File: config.mk
export PLATFORM = sky130hd
export DESIGN_NAME = serial_tc_framed
export DESIGN_NICKNAME = d
export VERILOG_FILES = /design/src/rtl/serial_tc_pkg.sv /design/src/rtl/serial_tc_cnt.sv /design/src/rtl/serial_tc_framed.sv
export SDC_FILE = /design/constraint.sdc
export NUM_CORES = 1
export LEC_CHECK = 0
export CORE_MARGIN = 5
export CORE_UTILIZATION = 25
export CTS_CLUSTER_SIZE = 24
export DETAILED_ROUTE_END_ITERATION = 10
export SETUP_SLACK_MARGIN = 0.15
export SYNTH_ARGS = -nofsm -noshare
export SYNTH_HDL_FRONTEND = slang
export SYNTH_SLANG_ARGS = --single-unit
File: constraint.sdc
create_clock -name clk -period 1.4 [get_ports clk]
set_input_delay 0.14 -clock clk [delete_from_list [all_inputs] [get_ports clk]]
set_output_delay 0.14 -clock clk [all_outputs]
set_load 0.01 [all_outputs]
File: src/rtl/serial_tc_pkg.sv
// Shared types and constants for the serial two's-complement framer.
// Latency: n/a (types, constants and elaboration-time helpers only).
// Backpressure: n/a.
package serial_tc_pkg;

    // SEEK: no 1 seen yet in the current word; INVERT: a 1 has been seen.
    typedef enum logic {
        SEEK   = 1'b0,
        INVERT = 1'b1
    } state_t;

    // Legal word lengths.
    localparam int WIDTH_MIN = 2;
    localparam int WIDTH_MAX = 64;

    function automatic bit width_ok(input int w);
        return (w >= WIDTH_MIN) && (w <= WIDTH_MAX);
    endfunction

    // Counter width able to hold 0..w-1.
    function automatic int cnt_bits(input int w);
        return (w > 1) ? $clog2(w) : 1;
    endfunction

endpackage

File: src/rtl/serial_tc_cnt.sv
// Bit-position counter: counts accepted bits 0..WIDTH-1 and wraps to 0.
// Latency: cnt updates on the edge that accepts a bit; first/last decode the current count.
// Backpressure: none; holds while inc=0, clr has priority over inc.
module serial_tc_cnt
    import serial_tc_pkg::*;
#(
    parameter  int WIDTH = 8,
    localparam int CW    = cnt_bits(WIDTH)
) (
    input  logic          clk,
    input  logic          rstn,
    input  logic          inc,
    input  logic          clr,
    output logic [CW-1:0] cnt,
    output logic          first,
    output logic          last
);

    assign first = (cnt == '0);
    assign last  = (cnt == CW'(WIDTH - 1));

    // Advance on each accepted bit, wrapping after the MSB position.
    always_ff @(posedge clk or negedge rstn) begin
        if (!rstn) begin
            cnt <= '0;
        end else if (clr) begin
            cnt <= '0;
        end else if (inc) begin
            cnt <= last ? '0 : cnt + CW'(1);
        end
    end

endmodule

File: src/rtl/serial_tc_framed.sv
// Serial LSB-first two's-complement negate / pass-through with word framing (optional ovf via SERIAL_TC_OVF_EN).
// Latency: exactly 1 cycle from accepted input bit to registered output bit.
// Backpressure: none; valid-only stream, clr aborts the current word and discards a coincident bit.
module serial_tc_framed
    import serial_tc_pkg::*;
#(
    parameter int WIDTH = 8
) (
    input  logic clk,
    input  logic rstn,
    input  logic clr,
    input  logic in_valid,
    input  logic in_bit,
    input  logic neg,
    output logic out_valid,
    output logic out_bit,
    output logic out_last
`ifdef SERIAL_TC_OVF_EN
    ,
    output logic ovf,
    output logic ovf_sticky
`endif
);

    localparam int CW = cnt_bits(WIDTH);

    if (!width_ok(WIDTH)) begin : g_bad_width
        $error("serial_tc_framed: WIDTH out of range");
    end

    logic          accept;
    logic          first;
    logic          last;
    logic [CW-1:0] bit_idx;
    logic          unused_bit_idx;
    state_t        state;
    state_t        state_nxt;
    state_t        eff_state;
    logic          mode;
    logic          eff_mode;
    logic          bit_d;
    logic          ovf_d;

    assign accept         = in_valid & ~clr;
    assign unused_bit_idx = ^bit_idx;

    serial_tc_cnt #(
        .WIDTH (WIDTH)
    ) u_cnt (
        .clk   (clk),
        .rstn  (rstn),
        .inc   (accept),
        .clr   (clr),
        .cnt   (bit_idx),
        .first (first),
        .last  (last)
    );

    // Next state and output bit; bit 0 always starts from SEEK with a freshly sampled mode.
    always_comb begin
        eff_state = first ? SEEK : state;
        eff_mode  = first ? neg : mode;
        bit_d     = in_bit;
        ovf_d     = 1'b0;
        state_nxt = state;
        if (eff_state == INVERT) begin
            bit_d = in_bit ^ eff_mode;
        end
        if (clr) begin
            state_nxt = SEEK;
        end else if (accept) begin
            if (last) begin
                state_nxt = SEEK;
                // Only -2^(WIDTH-1) reaches the MSB still in SEEK with a 1 there.
                ovf_d     = eff_mode & (eff_state == SEEK) & in_bit;
            end else if ((eff_state == SEEK) && in_bit) begin
                state_nxt = INVERT;
            end else begin
                state_nxt = eff_state;
            end
        end
    end

    // FSM state register.
    always_ff @(posedge clk or negedge rstn) begin
        if (!rstn) begin
            state <= SEEK;
        end else begin
            state <= state_nxt;
        end
    end

    // Mode is captured on bit 0 and held for the rest of the word.
    always_ff @(posedge clk or negedge rstn) begin
        if (!rstn) begin
            mode <= 1'b0;
        end else if (accept && first) begin
            mode <= neg;
        end
    end

    // Registered output stream, one bit out per accepted bit.
    always_ff @(posedge clk or negedge rstn) begin
        if (!rstn) begin
            out_valid <= 1'b0;
            out_bit   <= 1'b0;
            out_last  <= 1'b0;
        end else begin
            out_valid <= accept;
            out_bit   <= accept & bit_d;
            out_last  <= accept & last;
        end
    end

`ifdef SERIAL_TC_OVF_EN
    // Overflow pulse with out_last, plus a sticky copy held until clr.
    always_ff @(posedge clk or negedge rstn) begin
        if (!rstn) begin
            ovf        <= 1'b0;
            ovf_sticky <= 1'b0;
        end else begin
            ovf        <= accept & ovf_d;
            ovf_sticky <= clr ? 1'b0 : (ovf_sticky | (accept & ovf_d));
        end
    end
`else
    logic unused_ovf_d;
    assign unused_ovf_d = ovf_d;
`endif

endmodule

**Word-level counts from Yosys, hierarchy flattened**

Cells that the tools add are included.

- Add/sub/neg operators: 1
- Eq/ne operators: 1
- Multiplexer cells: 10
- Bitwise logic cells: 6
- Reductions and logical operators: 4

Operators by type and width:

| kind | count |
|---|---|
| 3-bit 2-to-1 mux | 3 |
| 1-bit 2-to-1 mux | 7 |
| 3-bit by 1-bit adder with 3-bit output (second input constant) | 1 |
| 1-bit bitwise AND | 3 |
| 3-bit equality test (second input constant) | 1 |
| 3-bit logical NOT | 1 |
| 1-bit logical AND | 2 |
| 1-bit inverter | 2 |
| 2-bit nonzero test | 1 |
| 1-bit XOR | 1 |

- Register bits: 8
- Bits of input ports: 6
- Output and inout bits: 3
- Logic and storage cells: 28

**Logic depth before layout (Yosys ltp)**

- Depth after elaboration: 8
- Mapped depth: 5
- Mapped depth without buffers: 5

**By module**

A second synthesis with hierarchy kept.

- Cells, all modules: 32
- Area, all modules: 389.1 um2

By module, submodules not included:

| module | instances | cells an instance | area an instance (um2) | seq. area each (um2) |
|---|---|---|---|---|
| serial_tc_framed | 1 | 17 | 217.7 | 125.1 |
| serial_tc_cnt | 1 | 15 | 171.4 | 75.1 |

**Least setup slack after synthesis**

No wires, ideal clock.

- Path kind: register to register
- Start: reg u_cnt.cnt[0]
- End: reg mode
- Setup time: 125 ps
- Arrival time: 1156 ps
- Data required time: 1275 ps
- Setup slack: 119 ps
- Cell stages (with the launch flop): 6
- Buffers on the path: 0
- Clock period less this slack: 1281 ps
- Cell sequence: dfrtp_1 -> inv_1 -> ha_1 -> nand2b_4 -> nor3b_2 -> mux2_4

- Word-level cells in the longest chain between the ends: 2

RTL lines:

| item | line | source |
|---|---|---|
| start, declared | serial_tc_cnt.sv:14 | `output logic [CW-1:0] cnt,` |
| start signal, assigned | serial_tc_cnt.sv:29 | `cnt <= last ? '0 : cnt + CW'(1);` |
| 3-bit logical NOT | serial_tc_cnt.sv:19 | `assign first = (cnt == '0);` |
| 1-bit logical AND | serial_tc_framed.sv:97 | `end else if (accept && first) begin` |
| end signal, assigned | serial_tc_framed.sv:98 | `mode <= neg;` |
| end, declared | serial_tc_framed.sv:39 | `logic mode;` |

No other way between the ends.
A chain may end at the register's enable or synchronous reset.

**Worst setup path in the final report**

Ends and elaborated chain as after synthesis.

==> impl_metrics.yaml <==
clock_tree:
  root_buffer: "clkbuf_4"
  clk_latency_ps: 260
  clk_pin_slew_worst_paths_ps: 60
  numClockSinks: 8
  cts_tree: "built"
  cts_hold_buf: 0
  clockBufferDepth: 2
  numCtsBuffers: 3
  h-tree-depth: 1
route:
  drtPass1Iterations: 2
  drt_iter0_drc: 3
  ant_nets: 0
  post_drt_wl_per_cell_um: 11.05
  route.detailed.drc: 0
  vias_per_cell: 4.554
  num_vias: 296
  drt-total-wl_um: 718
timing:
  period_needed_ps: 1315
  worst_pin_slew_ps: 370.2
  setup_viol: 0
  slew_headroom: 0.7524
  tns_ps: 0
  clock.fmax_mhz: 760.2
  timing.final.ws_setup_ps: 84.56
  final_max_slew_viol_count: 0
  min_period_over_period: 0.9396
  rsz0062_at_grt: "yes"
  finClkSkew_ps: 3.878
  hold_viol_final: 0
global_routing:
  antenna_found_initial: 0
  grt_max_degree: 9
  grt_pass1_wl_mm: 1.104
  grt_pass1_vias: 269
  grt_use_total: 0.06220
  overflow: 0
setup_path:
  worst_setup_path_start_kind: "register"
  reg2regPathDepth: 5
  path_buf_inv: 1
  crit_chain: "inv_1 > ha_2 > nand2b_4 > nor3b_2 > mux2_4"
  arrival_ps: 1460
  cp-end-kind: "register"
  worstSetupPathType: "register to register"
  slowest_delay_ps: 400
  ff2ff_setup_slack_ps: 80
  crit_fanout: 3
  critical-path-top-delay-family: "flip-flops"
  crit_slowest_cell: "dfrtp_1"
  required_ps: 1540
  r2r_start: "u_cnt.cnt[0]"
  r2r_end: "mode"
place:
  dp_hpwl_um: 565.4
  dp_slack_ps: 63.94
  dpl_cell_area_um2: 531.8
  dpl.cell_count: 61
  routabilityCongestion: 0.7447
  portBuffers: 8
synth:
  synth_nets: 44
  avgSynthCellArea_um2: 11.94
  synth_cells: 35
  syn-cell-area_um2: 417.9
  synth-seq-cells: 8
  yosys_warnings: 0
  yosysSeqAreaShare: 0.4790
  synth_top_area_cell: "dfrtp_1"
  synth_cell_types: 16
  synth_top_area_share: 0.4790
  ys_top_cells_by_area: "dfrtp_1 48%, mux2i_1 9.6%, ha_1 9.0%"
floorplan:
  dieWidth_um: 50.89
  io_pins: 9
  die_h_um: 50.89
  die_area_um2: 2589
  rows: 14
  core_um2: 1541
  start_util: 0.2711
cells_and_area:
  final_cells: 65
  fill_cells: 168
  drive_above_1_share: 0.2857
  n_antenna_cell: 0
  fin_area_um2: 560.5
  syn_to_final_growth_pct: 34.13
  nets: 60
flow_run:
  max_cap_viol_count: 0
power_and_ir_drop:
  leakage_uw: 0.0002884
  power_density_nw_per_um2: 952.0
  irDropWorstVdd_v: 0.0004115
outcome:
  outcome: "finished clean"
hold_path:
  hp-class: "primary input to asynchronous set/reset pin"
==> area by class of cell <==
type / instances / area, um^2 / area share
sequential: 8 / 200.2 / 0.3571
tap: 16 / 20.02 / 0.03571
inverter: 2 / 7.507 / 0.01339
multi-input combinational: 24 / 203.9 / 0.3638
timing repair buffer: 12 / 106.4 / 0.1897
clock buffer: 3 / 22.52 / 0.04018
==> how the worst max path moves through the flow <==
stage / from / end / slack, ps / cells after the start
after floorplan: u_cnt.cnt[0] / mode / 120 / 5
after global placement: u_cnt.cnt[0] / mode / 80 / 5
after detailed placement: u_cnt.cnt[0] / mode / 60 / 5
after CTS: u_cnt.cnt[0] / mode / 70 / 5
after global routing: u_cnt.cnt[0] / mode / 40 / 5
final: u_cnt.cnt[0] / mode / 80 / 5
==> per-layer routing <==
| layer | GRT usage | vias up | share of wire |
|---|---|---|---|
| met5 | 0 | - | 0 |
| met3 | 0.04651 | 2 | 0.089 |
| met4 | 0.03830 | 0 | 0.019 |
| met1 | 0.05704 | 142 | 0.35 |
| li1 | - | 144 | - |
| met2 | 0.09711 | 8 | 0.54 |
==> synthesized netlist by cell type <==
cell type and n:
nand2b_1 1, ha_1 3, a31oi_1 1, nand2b_4 2, and2_1 1, nor3b_2 1
nor2_1 4, mux2i_1 4, nand3_1 1, and2b_2 1, inv_1 2, nand2_1 3
a21o_1 1, mux2_4 1, dfrtp_1 8, buf_6 1
==> sequential cells by signal (all words and copies together) (netlist names) <==
name       count
out_valid      1
out_bit        1
mode           1
u_cnt.cnt      3
out_last       1
state          1
==> report_power, final <==
group / internal [uW] / switching (uW)
sequential: 249 / 11.3
combinational: 58.0 / 37.3
clock: 98.2 / 80.2
==> stage by stage <==
step / total power (uW) / utilization / hold slack (ps)
after CTS: 547.7 / 0.3620 / 174.7
after floorplan: 320.3 / - / -155.6
after global placement: 357.9 / 0.3450 / 453.6
final: 533.6 / 0.3636 / 163.1
after detailed placement: 359.7 / 0.3450 / 455.4
after global routing: 569.1 / 0.3636 / 196.8
==> logic make-up (layout without fill, tap and decap cells) <==
kind of cell	count (synthesis)	count (layout)	share of synthesized area
flops	8	8	0.4790
compound gates	2	2	0.03295
buf+inv	3	17	0.04491
simple gates	14	14	0.2216
fa+ha+maj	3	3	0.08983
mux	5	5	0.1317
==> repair_timing <==
item,CTS,global route
setup endpoints to repair,4,2
buffers inserted,1,0
gates resized for setup,3,1
cloned,0,0
==> layout by cell type (no fill, tap or decap), drive strengths merged, types with 2 or more instances in the layout <==
master         Yosys  final
buf                1      4
dlygate4sd2        0      3
clkbuf             0      3
nand2b             3      3
nor2               4      4
inv                2      2
nand2              3      3
dfrtp              8      8
mux2i              4      4
ha                 3      3
clkdlybuf4s50      0      5
(Power assumes the default switching activity.)
